**src/rtl/imem_loader_pkg.sv**
```systemverilog
// Shared types and constants for the instruction-memory loader.
package imem_loader_pkg;

    typedef enum logic [2:0] {
        IDLE,
        HDR,
        DATA,
        WRITE,
        CHK,
        DONE
    } state_t;

    localparam int HDR_BYTES  = 2;
    localparam int WORD_BYTES = 4;
    localparam int INSTR_W    = 32;
    localparam int BYTE_CNT_W = 2;

endpackage

```
**src/rtl/imem_loader_byte_assembler.sv**
```systemverilog
// Big-endian byte-to-word shift register; word_full pulses for the one cycle
// after the byte that completes a word.
module byte_assembler
    import imem_loader_pkg::*;
(
    input  logic                  clk,
    input  logic                  rst,
    input  logic                  clear,
    input  logic                  shift_en,
    input  logic [7:0]            in_byte,
    output logic [INSTR_W-1:0]    word,
    output logic [BYTE_CNT_W-1:0] byte_cnt,
    output logic                  word_full
);

    always_ff @(posedge clk or posedge rst) begin
        if (rst) begin
            word      <= '0;
            byte_cnt  <= '0;
            word_full <= 1'b0;
        end else if (clear) begin
            word      <= '0;
            byte_cnt  <= '0;
            word_full <= 1'b0;
        end else begin
            word_full <= shift_en && (byte_cnt == BYTE_CNT_W'(WORD_BYTES - 1));
            if (shift_en) begin
                word     <= {word[INSTR_W-9:0], in_byte};
                byte_cnt <= byte_cnt + 1'b1;
            end
        end
    end

endmodule

```
**src/rtl/imem_loader.sv**
```systemverilog
// Streams a checksummed program into instruction memory and holds the core
// stalled until a verified image is resident.
module imem_loader
    import imem_loader_pkg::*;
#(
    parameter int ADDR_W    = 10,
    parameter int BASE_ADDR = 0
) (
    input  logic               clk,
    input  logic               rst,
    input  logic               start,
    input  logic [7:0]         in_data,
    input  logic               in_valid,
    output logic               in_ready,
    output logic               imem_we,
    output logic [ADDR_W-1:0]  imem_addr,
    output logic [INSTR_W-1:0] imem_wdata,
    output logic               cpu_hold,
    output logic               done,
    output logic               err
);

    localparam logic [ADDR_W-1:0] BASE = ADDR_W'(BASE_ADDR);

    state_t                  state;
    logic [7:0]              hdr_hi;
    logic                    hdr_cnt;
    logic [ADDR_W-1:0]       last_idx;
    logic [ADDR_W-1:0]       wcnt;
    logic [7:0]              chk;
    logic                    xfer;
    logic                    restart;
    logic                    asm_shift;
    logic                    asm_full;
    logic [BYTE_CNT_W-1:0]   asm_cnt;

    // The assembler's full pulse coincides with WRITE, blocking the stream there.
    assign in_ready  = (state == HDR) || (state == CHK) || ((state == DATA) && !asm_full);
    assign xfer      = in_valid && in_ready;
    assign restart   = start && ((state == IDLE) || (state == DONE));
    assign asm_shift = xfer && (state == DATA);

    byte_assembler u_asm (
        .clk       (clk),
        .rst       (rst),
        .clear     (restart),
        .shift_en  (asm_shift),
        .in_byte   (in_data),
        .word      (imem_wdata),
        .byte_cnt  (asm_cnt),
        .word_full (asm_full)
    );

    always_ff @(posedge clk or posedge rst) begin
        if (rst) begin
            state     <= IDLE;
            imem_we   <= 1'b0;
            imem_addr <= BASE;
            cpu_hold  <= 1'b1;
            done      <= 1'b0;
            err       <= 1'b0;
            hdr_hi    <= '0;
            hdr_cnt   <= 1'b0;
            last_idx  <= '0;
            wcnt      <= '0;
            chk       <= '0;
        end else begin
            imem_we <= 1'b0;
            case (state)
                IDLE, DONE: begin
                    if (restart) begin
                        state     <= HDR;
                        cpu_hold  <= 1'b1;
                        done      <= 1'b0;
                        err       <= 1'b0;
                        hdr_cnt   <= 1'b0;
                        chk       <= '0;
                        wcnt      <= '0;
                        imem_addr <= BASE;
                    end
                end
                HDR: begin
                    if (xfer) begin
                        if (hdr_cnt == 1'(HDR_BYTES - 1)) begin
                            // Header carries N-1, so an all-ones field means a full memory.
                            last_idx <= ADDR_W'({hdr_hi, in_data});
                            state    <= DATA;
                        end else begin
                            hdr_hi  <= in_data;
                            hdr_cnt <= 1'b1;
                        end
                    end
                end
                DATA: begin
                    if (xfer) begin
                        chk <= chk ^ in_data;
                        if (asm_cnt == BYTE_CNT_W'(WORD_BYTES - 1)) begin
                            imem_we <= 1'b1;
                            state   <= WRITE;
                        end
                    end
                end
                WRITE: begin
                    imem_addr <= imem_addr + 1'b1;
                    if (wcnt == last_idx) begin
                        state <= CHK;
                    end else begin
                        wcnt  <= wcnt + 1'b1;
                        state <= DATA;
                    end
                end
                CHK: begin
                    if (xfer) begin
                        done  <= 1'b1;
                        state <= DONE;
                        if (in_data == chk) begin
                            cpu_hold <= 1'b0;
                        end else begin
                            err <= 1'b1;
                        end
                    end
                end
                default: state <= IDLE;
            endcase
        end
    end

endmodule

```
**config.mk**
```make
export PLATFORM = sky130hd
export DESIGN_NAME = imem_loader
export DESIGN_NICKNAME = d
export VERILOG_FILES = /design/src/rtl/imem_loader_pkg.sv /design/src/rtl/imem_loader_byte_assembler.sv /design/src/rtl/imem_loader.sv
export SDC_FILE = /design/constraint.sdc
export NUM_CORES = 1
export LEC_CHECK = 0
export ABC_CLOCK_PERIOD_IN_PS = 2000
export CORE_ASPECT_RATIO = 0.8
export CORE_UTILIZATION = 51
export CTS_BUF_LIST = sky130_fd_sc_hd__clkbuf_4 sky130_fd_sc_hd__clkbuf_8
export DETAILED_ROUTE_END_ITERATION = 10
export PLACE_DENSITY = 0.75
export SLEW_MARGIN = 5
export SYNTH_ARGS = -nofsm -noshare
export SYNTH_HDL_FRONTEND = slang
export SYNTH_HIERARCHICAL = 1
export SYNTH_SLANG_ARGS = --single-unit
export TNS_END_PERCENT = 5
```
**constraint.sdc**
```tcl
create_clock -name clk -period 2 [get_ports clk]
set_clock_uncertainty 0.2 [all_clocks]
set_input_delay 0.6 -clock clk [delete_from_list [all_inputs] [get_ports clk]]
set_output_delay 0.6 -clock clk [all_outputs]
set_load 0.01 [all_outputs]
```
==> results.md <==
- Top-area cell type share of the netlist area: ~51%
- Total I/O pin count: 59
- Final Max Tran Viols: 0
- Crit path from: state[2]
- Die Footprint: 8220 um^2
- Hpwl dp: 6110 um
- Status: complete, but fails checks
- Initial antenna violation count: 0
- Via count: roughly 3100
- F_max: 482 MHz
- Min-delay worst type: reg -> reg
- Final Hold Fails: 0
- Sequential Area: 2080 um^2
- Leakage: approximately 2.6 nW
- Final wirelength: 8840 um
- CP endpoint kind: output pin
- Worst-path fanout max: 5
- Critical Path AT: about 1.3 ns
- Synth Instances: 370
- Combinational power share: 44.3%
- Fin worst setup slack: -0.0728 ns
- DP Cell Count: 558
- First-pass GRT wire length: between 15000 and 20000 um
- Peak VDD IR: about 0.71 mV
- Reg2Reg Depth: 9
- Sw power: 2.67 mW
- Ys Warns: 6
- Final Cycle Share: 104%
- Sequential Power Share: a little under two fifths
- Worst-Margin Slew: between 0.4 and 0.5 ns
- Post-route ant nets: 0
- Worst hold endpoint: imem_addr[8]
- P&R area growth vs syn: 31.3%
- Failing checks: setup timing
- GRT Total Usage: between 20 and 25%
- Die Wd: roughly 100 um
- Avg Cell Area, Syn: 10.8 um^2
- R2R Setup Slk: -0.04 ns
- Fill cells: approximately 600
- Router iterations before antenna repair: 4
- Largest net degree at the start of global routing: 49
- Register area share after synthesis: about half
- Multi-input gate area: roughly 1800 um^2
- Main flop type after synthesis: dfrtp_1
- Core Area: 7500 um^2
- Overflow after GRT: 0
- IO buf count: 58
- Netlist cell types: ~50
- Ys async rst share: 100%
- P_int: 4.57 mW
- Setup TNS: -0.545 ns
- Top post-synthesis cells by count: dfrtp_1 (82), nor2_1 (53), mux2i_1 (37)
- Power Density: 1380 nW/um^2
- Worst-case clock buffer depth: 2
- Area leader, netlist: dfrtp_1
- Starting Density: a little over half
- Hold Slack: around 0.3 ns
- Clock latency on the worst-skew pair: around 0.34 ns
- Share of cells above drive strength 1: 22.2%
- Detailed-route wire length per cell: 15.3 um
- Required @ worst endpoint: 1.20 ns
- Syn Std Cell Area: 4010 um^2
- Final Critical Period: 2.07 ns
- FF+latch count, synth: 83
- Die Ht: 81.3 um
- Beginning of the worst hold path: imem_addr[8]
- First DRT Iteration DRCs: 142
- Top-count cell post-synth: dfrtp_1
- H-tree levels: 3
- # Max-Cap Violations: 0
- Ranking of synthesized cells by area: dfrtp_1 (51%), mux2i_1 (9.2%), nor2_1 (5.0%)
- Net Count, Synth: 385
- Clk pin slew, worst setup/hold paths: 0.08 ns
- Final setup viols: 24
- # diodes: 0
- Inserted Clock Buffers: 9
- Switching Share: 36.9%
- Gpl congestion: ~0.83
- Clock share of power: 18.4%
- Hold path depth: 1
- # rows: 28
- Post-route insts no fill: 579
- CTS tree: done
- Number of flops mapped to enable cells by yosys: 0
- CP Launch Type: register
- Root Buffer: clkbuf_8
- R2r endpoint: u_asm/word[29]
- RSZ-0062 raised after global routing: yes
- WS Path Type: reg -> out
- Max transition margin: a little under three quarters
- DRC violations left: 0
- Vias in the first global route: 3102
- # clock sinks: 83
- Final nets: between 400 and 500
- Reg2reg start: u_asm/word_full
- Via density: 5.40
- Dpl ws: -0.600 ns
[repair_timing]
action | in CTS | in global routing
setup endpoints to repair | 94 | 43
hold buffers | 0 | 0
buffers inserted | 2 | 2
cloned | 2 | 0
pin swaps | 2 | 5
gates resized for setup | 58 | 25
[registers in the layout, summed over array words and instances (netlist names)]
register	cells
u_asm/word	32
err	1
hdr_cnt	1
chk	8
imem_addr	10
last_idx	10
cpu_hold	1
imem_we	1
hdr_hi	2
u_asm/byte_cnt	2
wcnt	10
done	1
u_asm/word_full	1
state	3
[cell type report]
class                   instances  area share [%]
clock buffers                  10            2.62
clock inverters                 6            1.69
inverters                       8           0.737
multi-input cells             262            34.8
flip-flops and latches         83            39.5
well taps                     105            2.50
repair buffers                105            18.1
[per-stage QoR]
| stage | total power [mW] | cell area, um^2 | util (%) |
|---|---|---|---|
| floorplan | 4.63 | 4040 | - |
| global placement | 5.70 | 4940 | 65.9 |
| detailed placement | 5.83 | 4940 | 65.9 |
| CTS | 7.21 | 5210 | 69.5 |
| global route | 7.72 | 5260 | 70.2 |
| finish | 7.24 | 5260 | 70.2 |
[worst max-delay path by stage]
| stage | to | slack, ns | cells past startpoint |
|---|---|---|---|
| 2_1_floorplan | u_asm/word[10] | -0.05 | 10 |
| 3_3_place_gp | u_asm/word[24] | -0.52 | 9 |
| 3_5_place_dp | u_asm/word[29] | -0.60 | 9 |
| 4_1_cts | in_ready | -0.21 | 5 |
| 5_1_grt | in_ready | -0.15 | 4 |
| 6_report | in_ready | -0.07 | 4 |
[cell families (layout without fill, tap and decap cells)]
| family | after synthesis | in the layout | synth area share (%) |
|---|---|---|---|
| DFF | 83 | 83 | 51.9 |
| buffers and inverters | 25 | 129 | 4.53 |
| xor gates and xnor gates | 21 | 21 | 4.59 |
| AOI/OAI and AO/OA | 54 | 54 | 8.90 |
| muxes | 49 | 49 | 12.6 |
| and+or+nand+nor | 135 | 135 | 16.6 |
| adders and majority gates | 3 | 3 | 0.937 |
[routing by layer]
layer  track usage (%)  vias up  part of all wire, %  wire length (um)
met4              7.39        0                  1.0                91
li1                  -     1488                    -                 -
met5                 0        -                    0                 0
met3              5.16       10                  3.8               340
met1              32.3     1555                   46              4070
met2              39.6       71                   49              4340
[critical path, cell delays in order (launching register included)]
cell,delay [ns]
dfrtp_1,0.43
buf_4,0.18
a21oi_2,0.12
o22ai_1,0.06
buf_2,0.14
[placed cells by master, fill, tap and decap left out, types with 3 or more instances in the layout]
cell	synthesis	final
o21ai_0	26	22
buf_12	3	5
a21oi_1	4	3
nor2_1	53	53
nand2_1	25	21
o211ai_1	3	3
dlygate4sd2_1	0	48
mux2i_2	0	3
dfrtp_1	82	80
xor2_1	12	12
nand3_1	12	12
mux2_2	12	12
o41ai_1	3	3
ha_1	3	3
mux2i_1	37	34
nand4_1	3	3
inv_1	6	4
nand3b_1	3	3
nand2_2	1	4
and3_1	6	5
nand2b_1	13	11
clkbuf_8	0	10
o21ai_1	0	4
clkdlybuf4s50_1	0	9
buf_4	1	40
o31ai_1	3	3
xnor2_1	9	9
[power by group through the flow]
stage | sequential (mW) | clock (mW) | combinational [mW]
6_report | 2.71 | 1.33 | 3.20
5_1_grt | 2.79 | 1.43 | 3.50
4_1_cts | 2.71 | 1.36 | 3.15
3_5_place_dp | 2.74 | 0 | 3.09
3_3_place_gp | 2.71 | 0 | 2.98
2_1_floorplan | 2.78 | 0 | 1.86
Note: power is estimated with default switching activity, not from simulation.
